$ cat src/rtl/obc_heartbeat_supervisor_pkg.sv
// Shared definitions for the OBC heartbeat supervisor: channel FSM encoding,
// default timing constants and parameter sanity helpers.
package obc_heartbeat_supervisor_pkg;

  typedef enum logic [1:0] {
    ST_DISARMED = 2'd0,
    ST_HOLDOFF  = 2'd1,
    ST_ARMED    = 2'd2,
    ST_FAULT    = 2'd3
  } hb_state_e;

  localparam int DEF_TIMEOUT_CYCLES = 1000000;
  localparam int DEF_HOLDOFF_CYCLES = 2000000;
  localparam int DEF_MISS_LIMIT     = 3;
  localparam int DEF_CNT_W          = 27;

  // The timer only ever holds values 0 .. cycles-1, so that range must fit.
  function automatic bit cycles_fit(input longint cycles, input int width);
    return (cycles >= 1) && (((cycles - 1) >> width) == 0);
  endfunction

  function automatic bit miss_limit_ok(input int limit);
    return (limit >= 1) && (limit <= 7);
  endfunction

endpackage

$ cat src/rtl/obc_heartbeat_supervisor_hb_watchdog_channel.sv
// One heartbeat watchdog channel: pin synchronizer, toggle detector,
// blanking/timeout FSM, miss counter and registered fault pulse.
module hb_watchdog_channel
  import obc_heartbeat_supervisor_pkg::*;
#(
  parameter int TIMEOUT_CYCLES = DEF_TIMEOUT_CYCLES,
  parameter int HOLDOFF_CYCLES = DEF_HOLDOFF_CYCLES,
  parameter int MISS_LIMIT     = DEF_MISS_LIMIT,
  parameter int CNT_W          = DEF_CNT_W
) (
  input  logic       clk,
  input  logic       reset,
  input  logic       enable,
  input  logic       hb,
  input  logic       clear,
  output logic       error,
  output logic       fault,
  output logic [2:0] miss
);

  if (!cycles_fit(longint'(TIMEOUT_CYCLES), CNT_W) ||
      !cycles_fit(longint'(HOLDOFF_CYCLES), CNT_W) ||
      !miss_limit_ok(MISS_LIMIT)) begin : g_bad_params
    $error("hb_watchdog_channel: illegal timing parameters");
  end

  localparam logic [CNT_W-1:0] TIMEOUT_LAST = CNT_W'(TIMEOUT_CYCLES - 1);
  localparam logic [CNT_W-1:0] HOLDOFF_LAST = CNT_W'(HOLDOFF_CYCLES - 1);
  localparam logic [2:0]       MISS_MAX     = 3'(MISS_LIMIT);

  logic             sync1;
  logic             sync2;
  logic             hb_prev;
  logic [1:0]       settle;
  logic             hb_event;
  hb_state_e        state;
  logic [CNT_W-1:0] timer;
  logic [2:0]       miss_cnt;

  // The edge register starts at 0 while the pin may already be high, so the
  // first toggle seen after reset is masked until the chain has refilled.
  always_ff @(posedge clk) begin
    if (reset) begin
      sync1   <= 1'b0;
      sync2   <= 1'b0;
      hb_prev <= 1'b0;
      settle  <= 2'd0;
    end else begin
      sync1   <= hb;
      sync2   <= sync1;
      hb_prev <= sync2;
      if (settle != 2'd3) settle <= settle + 2'd1;
    end
  end

  assign hb_event = (sync2 ^ hb_prev) && (settle == 2'd3);

  always_ff @(posedge clk) begin
    if (reset) begin
      state    <= ST_DISARMED;
      timer    <= '0;
      miss_cnt <= 3'd0;
      error    <= 1'b0;
    end else begin
      error <= 1'b0;
      if (!enable) begin
        state    <= ST_DISARMED;
        timer    <= '0;
        miss_cnt <= 3'd0;
      end else begin
        case (state)
          ST_DISARMED: begin
            state    <= ST_HOLDOFF;
            timer    <= '0;
            miss_cnt <= 3'd0;
          end
          ST_HOLDOFF: begin
            if (timer == HOLDOFF_LAST) begin
              state    <= ST_ARMED;
              timer    <= '0;
              miss_cnt <= 3'd0;
            end else begin
              timer <= timer + 1'b1;
            end
          end
          ST_ARMED: begin
            // A heartbeat beats a coinciding timeout: no miss is counted.
            if (hb_event) begin
              timer    <= '0;
              miss_cnt <= 3'd0;
            end else if (timer == TIMEOUT_LAST) begin
              timer <= '0;
              if (miss_cnt + 3'd1 >= MISS_MAX) begin
                state    <= ST_FAULT;
                miss_cnt <= MISS_MAX;
                error    <= 1'b1;
              end else begin
                miss_cnt <= miss_cnt + 3'd1;
              end
            end else begin
              timer <= timer + 1'b1;
            end
          end
          ST_FAULT: begin
            timer <= '0;
            if (clear) begin
              state    <= ST_HOLDOFF;
              miss_cnt <= 3'd0;
            end
          end
          default: begin
            state    <= ST_DISARMED;
            timer    <= '0;
            miss_cnt <= 3'd0;
          end
        endcase
      end
    end
  end

  assign fault = (state == ST_FAULT);
  assign miss  = miss_cnt;

endmodule

$ cat src/rtl/obc_heartbeat_supervisor.sv
// Dual-microcontroller heartbeat supervisor: two identical, independent
// watchdog channels feeding the selector's error inputs.
module obc_heartbeat_supervisor
  import obc_heartbeat_supervisor_pkg::*;
#(
  parameter int TIMEOUT_CYCLES = DEF_TIMEOUT_CYCLES,
  parameter int HOLDOFF_CYCLES = DEF_HOLDOFF_CYCLES,
  parameter int MISS_LIMIT     = DEF_MISS_LIMIT,
  parameter int CNT_W          = DEF_CNT_W
) (
  input  logic       clk,
  input  logic       reset,
  input  logic       enable,
  input  logic       hb_uc1,
  input  logic       hb_uc2,
  input  logic       clear_uc1,
  input  logic       clear_uc2,
  output logic       error_uc1,
  output logic       error_uc2,
  output logic       fault_uc1,
  output logic       fault_uc2,
  output logic [2:0] miss_uc1,
  output logic [2:0] miss_uc2
);

  hb_watchdog_channel #(
    .TIMEOUT_CYCLES(TIMEOUT_CYCLES),
    .HOLDOFF_CYCLES(HOLDOFF_CYCLES),
    .MISS_LIMIT    (MISS_LIMIT),
    .CNT_W         (CNT_W)
  ) u_ch1 (
    .clk   (clk),
    .reset (reset),
    .enable(enable),
    .hb    (hb_uc1),
    .clear (clear_uc1),
    .error (error_uc1),
    .fault (fault_uc1),
    .miss  (miss_uc1)
  );

  hb_watchdog_channel #(
    .TIMEOUT_CYCLES(TIMEOUT_CYCLES),
    .HOLDOFF_CYCLES(HOLDOFF_CYCLES),
    .MISS_LIMIT    (MISS_LIMIT),
    .CNT_W         (CNT_W)
  ) u_ch2 (
    .clk   (clk),
    .reset (reset),
    .enable(enable),
    .hb    (hb_uc2),
    .clear (clear_uc2),
    .error (error_uc2),
    .fault (fault_uc2),
    .miss  (miss_uc2)
  );

endmodule

$ cat config.mk
export PLATFORM = sky130hd
export DESIGN_NAME = obc_heartbeat_supervisor
export DESIGN_NICKNAME = d
export VERILOG_FILES = /design/src/rtl/obc_heartbeat_supervisor_pkg.sv /design/src/rtl/obc_heartbeat_supervisor_hb_watchdog_channel.sv /design/src/rtl/obc_heartbeat_supervisor.sv
export SDC_FILE = /design/constraint.sdc
export NUM_CORES = 1
export LEC_CHECK = 0
export BUFFER_PORTS_ARGS = -buffer_cell sky130_fd_sc_hd__buf_2
export CAP_MARGIN = 0
export CORE_ASPECT_RATIO = 2
export CORE_MARGIN = 10
export CORE_UTILIZATION = 35
export CTS_CLUSTER_SIZE = 25
export DETAILED_ROUTE_END_ITERATION = 16
export GPL_ROUTABILITY_DRIVEN = 0
export HOLD_SLACK_MARGIN = 0.06
export SETUP_SLACK_MARGIN = 0.05
export SYNTH_ARGS = -nofsm -noshare
export SYNTH_HDL_FRONTEND = slang
export SYNTH_SLANG_ARGS = --single-unit
$ cat constraint.sdc
create_clock -name clk -period 2.94 [get_ports clk]
set_input_delay 0.588 -clock clk [delete_from_list [all_inputs] [get_ports clk]]
set_output_delay 0.588 -clock clk [all_outputs]
set_load 0.02 [all_outputs]
* After elaboration in Yosys (flattened, before gate mapping)
Index checks and enable logic that the tools add are counted.
Storage, ports and cells: register bits after elaboration 76
Cells by class: multiplexer cells 34, bitwise operators 7, reduce and logical (&&, ||, !) cells 13, add/sub/neg operators 6, equal/unequal tests 26, order comparisons 2
Operator list (count):
- $mux W27 | 6
- $pmux W27 S3 | 2
- $add A27 B1 Y27 const B | 2
- $eq A27 B20 Y1 const B | 2
- $eq A27 B21 Y1 const B | 2
- $mux W3 | 10
- $pmux W3 S4 | 2
- $mux W2 | 10
- $pmux W2 S4 | 2
- $eq A2 B2 Y1 const B | 6
- $ne A2 B1 Y1 const B | 6
- $ne A2 B2 Y1 const B | 6
- $reduce_and A5 Y1 | 2
- $reduce_or A5 Y1 | 2
- $add A3 B1 Y3 const B | 2
- $ge A3 B2 Y1 const B | 2
- $ne A3 B1 Y1 const B | 2
- $reduce_and A3 Y1 | 2
- $reduce_or A2 Y1 | 3
- $not A1 Y1 | 5
- $add A2 B1 Y2 const B | 2
- $eq A2 B1 Y1 const B | 2
- $logic_not A2 Y1 | 2
- $logic_and A1 B1 Y1 | 2
- 2 further kinds | 4

* Logic depth before layout (Yosys ltp)
depth in word-level cells 6, gate-level depth with buffers 8, gate-level depth less buffers 7

* Cells and area by module
Synthesis repeated with hierarchy kept, for this count alone.
Unflattened totals: cells, all modules 424, area total of the unflattened synthesis 3821.2 um^2
Modules (own cells, without submodules):
- hb_watchdog_channel at u_ch1 | times used 1, area each 1960.6 um^2, cells each 218
- hb_watchdog_channel at u_ch2 | times used 1, area each 1860.5 um^2, cells each 206

* Least setup slack after synthesis
OpenSTA, ideal clock, no wires.
kind reg-to-reg, start point reg u_ch1.timer[15], end point reg u_ch1.miss_cnt[2], in the netlist u_ch1.miss[2], stages on the path, launching flop included 6, data required time 2.825 ns, setup slack 0.851 ns, buffers on the path 0, data arrival time 1.974 ns, cells stage by stage dfxtp_1 > or4b_1 > nor4_1 > a21oi_1 > or3_1 > and3_1
On the way: word-level cells in the longest chain between the ends 3, elaborated cells on any way between the ends 5
RTL lines:
- start, declared | line obc_heartbeat_supervisor_hb_watchdog_channel.sv:37 | logic [CNT_W-1:0] timer;
- start signal, assigned | line obc_heartbeat_supervisor_hb_watchdog_channel.sv:83 | timer <= timer + 1'b1;
- start signal, assigned | line obc_heartbeat_supervisor_hb_watchdog_channel.sv:101 | timer <= timer + 1'b1;
- $eq A27 B20 Y1 / $eq A27 B21 Y1 (equally long branches) | line obc_heartbeat_supervisor_hb_watchdog_channel.sv:91, obc_heartbeat_supervisor_hb_watchdog_channel.sv:78
- $ne A3 B1 Y1 (no source line) / $ne A2 B1 Y1 (equally long branches)
- $reduce_and A3 Y1 (no source line) (*)
- end signal, assigned | line obc_heartbeat_supervisor_hb_watchdog_channel.sv:98 | miss_cnt <= miss_cnt + 3'd1;
- end, declared | line obc_heartbeat_supervisor_hb_watchdog_channel.sv:38 | logic [2:0] miss_cnt;
Mark *: on every way between the ends. The rest lies on a longest branch, timed or not. A chain may end at the register's enable or synchronous reset.

* Worst setup path in the final report
Same ends and word-level chain as after synthesis.

==> results.json <==
{
  "cts_made_buffers": 9,
  "num_rows": 52,
  "die-area_um2": 15100,
  "synth.avg_cell_area_um2": 8.76,
  "clkTransAtPathRegs_ps": 60,
  "die_x_um": 91.9,
  "rsz0062_at_grt": "no",
  "dpl.cell_count": 553,
  "hold_class": "reg2reg",
  "hold_viol_final": 0,
  "synth_area_leaders": "dfxtp_1, xnor2_1, nor2_1, ha_1, xor2_1",
  "drive_gt1_frac": 0.0876,
  "final_area_um2": 4120,
  "synth_edf_count": 0,
  "synth_nets": 436,
  "max_freq_ghz": 0.427,
  "path_class": "reg2reg",
  "htree_levels": 3,
  "synth.ff_latch_count": 76,
  "setup_violations": 0,
  "synthDistinctLibCells": 43,
  "yosysTopAreaCell": "dfxtp_1",
  "antenna_left": 0,
  "p_clk_frac": 0.482,
  "p_comb_frac": 0.047,
  "grt_pass1_wl_um": 13500,
  "grt_pass1_vias": 2891,
  "post_cts_buffers": 0,
  "grt_overflow": 0,
  "p_int_mw": 1.75,
  "power.density_nw_per_um2": 549,
  "worstPathMaxFanout": 5,
  "worst_setup_path_end_kind": "register",
  "syn_inst": 413,
  "drt_first_pass_iters": 4,
  "wl_per_cell_um": 13.9,
  "antenna_found_initial": 0,
  "post_dp_cell_area_um2": 3830,
  "antennaDiodeCount": 0,
  "drc": 0,
  "cts_resized": 0,
  "dp_hpwl_um": 5870,
  "tns_ps": 0,
  "start_util": 0.357,
  "core_um2": 10100,
  "worstPathRequired_ps": 3170,
  "p_seq_frac": 0.472,
  "first_iter_violations": 89,
  "root_buffer": "clkbuf_16",
  "clockBufferDepth": 2,
  "crit_arrival_ps": 2580,
  "vias": 2855,
  "status": "complete, no violations",
  "cts_tree": "done",
  "stdcell_count": 569,
  "min_period_over_period": 0.797,
  "synth_top_area_frac": 0.420,
  "p_switching_mw": 0.510,
  "synth_seq_area_share": 0.420,
  "worst_pin_slew_ps": 637,
  "slew_headroom": 0.575,
  "cts_hold_buf": 0,
  "yosys-top-cells-count": "dfxtp_1, nor2_1, xnor2_1",
  "peakVddDrop_mv": 0.325,
  "port_buffers": 16,
  "syn_to_final_growth_pct": 13.9,
  "grt_max_degree": 27,
  "maxSlewViolCount": 0,
  "swShare": 0.225,
  "layout.nets": 452,
  "grt.total_usage": 0.111,
  "die_y_um": 164,
  "numClockSinks": 76,
  "wirelength_um": 7880,
  "vias_per_cell": 5.02,
  "fin_crit_ps": 2340,
  "ys.warnings.count": 0,
  "mappedNetlistArea_um2": 3620,
  "ios": 17,
  "setup.worst_path.start_class": "register",
  "synth_flop_cell": "dfxtp_1",
  "max_cap_viol_count": 0,
  "fin_util": 0.406,
  "clk_latency_ps": 340,
  "leakagePower_nw": 1.38,
  "power.total_mw": 2.26,
  "skew_ps": 6.12,
  "async_reset_ff_frac": 0
}
-- registers in the layout, summed over array words and instances, names as in the netlist --
signal and flops:
u_ch2.sync2 1, u_ch1.timer 27, u_ch2.hb_prev 1, u_ch2.state 2
u_ch1.settle 2, u_ch1.miss 3, u_ch1.state 2, u_ch2.timer 27
u_ch1.sync1 1, u_ch2.miss 3, u_ch2.settle 2, u_ch2.error 1
u_ch1.hb_prev 1, u_ch1.error 1, u_ch1.sync2 1, u_ch2.sync1 1
-- path summary, 6_finish.rpt --
path | startpoint | end | slack (ps) | cells past startpoint
max | u_ch1.timer[15] | u_ch1.miss[2] | 600 | 5
min | u_ch1.sync1 | u_ch1.sync2 | 450 | 1
max reg2reg | u_ch1.timer[15] | u_ch1.miss[2] | 600 | 5
min reg2reg | u_ch1.sync1 | u_ch1.sync2 | 450 | 1
-- placed cells by master, fill, tap and decap left out, drive strengths merged, types with 2 or more instances in the layout --
cell	instances
a211oi	3
a21oi	5
a31oi	3
and3	8
and4	9
buf	18
clkbuf	10
clkinv	4
dfxtp	76
ha	16
inv	18
mux2i	4
nand2	21
nand2b	3
nand3	18
nand4	11
nand4b	3
nor2	76
nor2b	10
nor3	18
nor4	10
nor4b	2
o21ai	6
o311ai	2
o31ai	3
o41ai	3
or3	4
or4	2
xnor2	38
xor2	17
-- per-stage QoR --
stage / hold WS (ps) / setup WS, ps
final: 446 / 597
after CTS: 450 / 592
after global placement: 417 / 672
after global routing: 458 / 445
after floorplan: 414 / 851
after detailed placement: 434 / 586
-- kinds of logic (layout without fill, tap and decap cells) --
logic type,Yosys count,in the layout,synth area share
DFF,76,76,0.420
AOI/OAI and AO/OA,30,30,0.0588
and+or+nand+nor,201,201,0.288
adders and majority gates,16,16,0.0553
muxes,4,4,0.0111
buffers and inverters,31,52,0.0335
xor gates and xnor gates,55,55,0.133
-- power groups by stage --
stage	registers (mW)	logic [mW]	clock network, mW
after floorplan	1.09	0.0832	0
after global placement	1.09	0.103	0
after detailed placement	1.09	0.107	0
after CTS	1.07	0.108	1.11
after global routing	1.07	0.126	1.15
final	1.07	0.106	1.09
-- worst max-delay path: stages, from the launching register on --
cell     delay (ps)
dfxtp_1         350
or4b_1          530
nor4_1          500
a21oi_1         200
or3_1           460
and3_1          200
-- final cells by class --
class | count | area [um2]
clock buffer | 10 | 229
clock inverter | 6 | 65.1
fill | 1078 | 6030
inverter | 18 | 67.6
multi-input combinational | 306 | 1980
sequential | 76 | 1520
tap | 135 | 169
timing repair buffer | 18 | 95.1
-- metal layers --
layer,wire length [um],track usage,up-vias,share of wire
met5,0,0,-,0
met4,242,0.0628,0,0.031
met3,210,0.0279,17,0.027
met2,4510,0.207,27,0.57
met1,2920,0.107,1362,0.37
li1,-,-,1449,-
No activity file was read; power rests on OpenSTA's default activity.
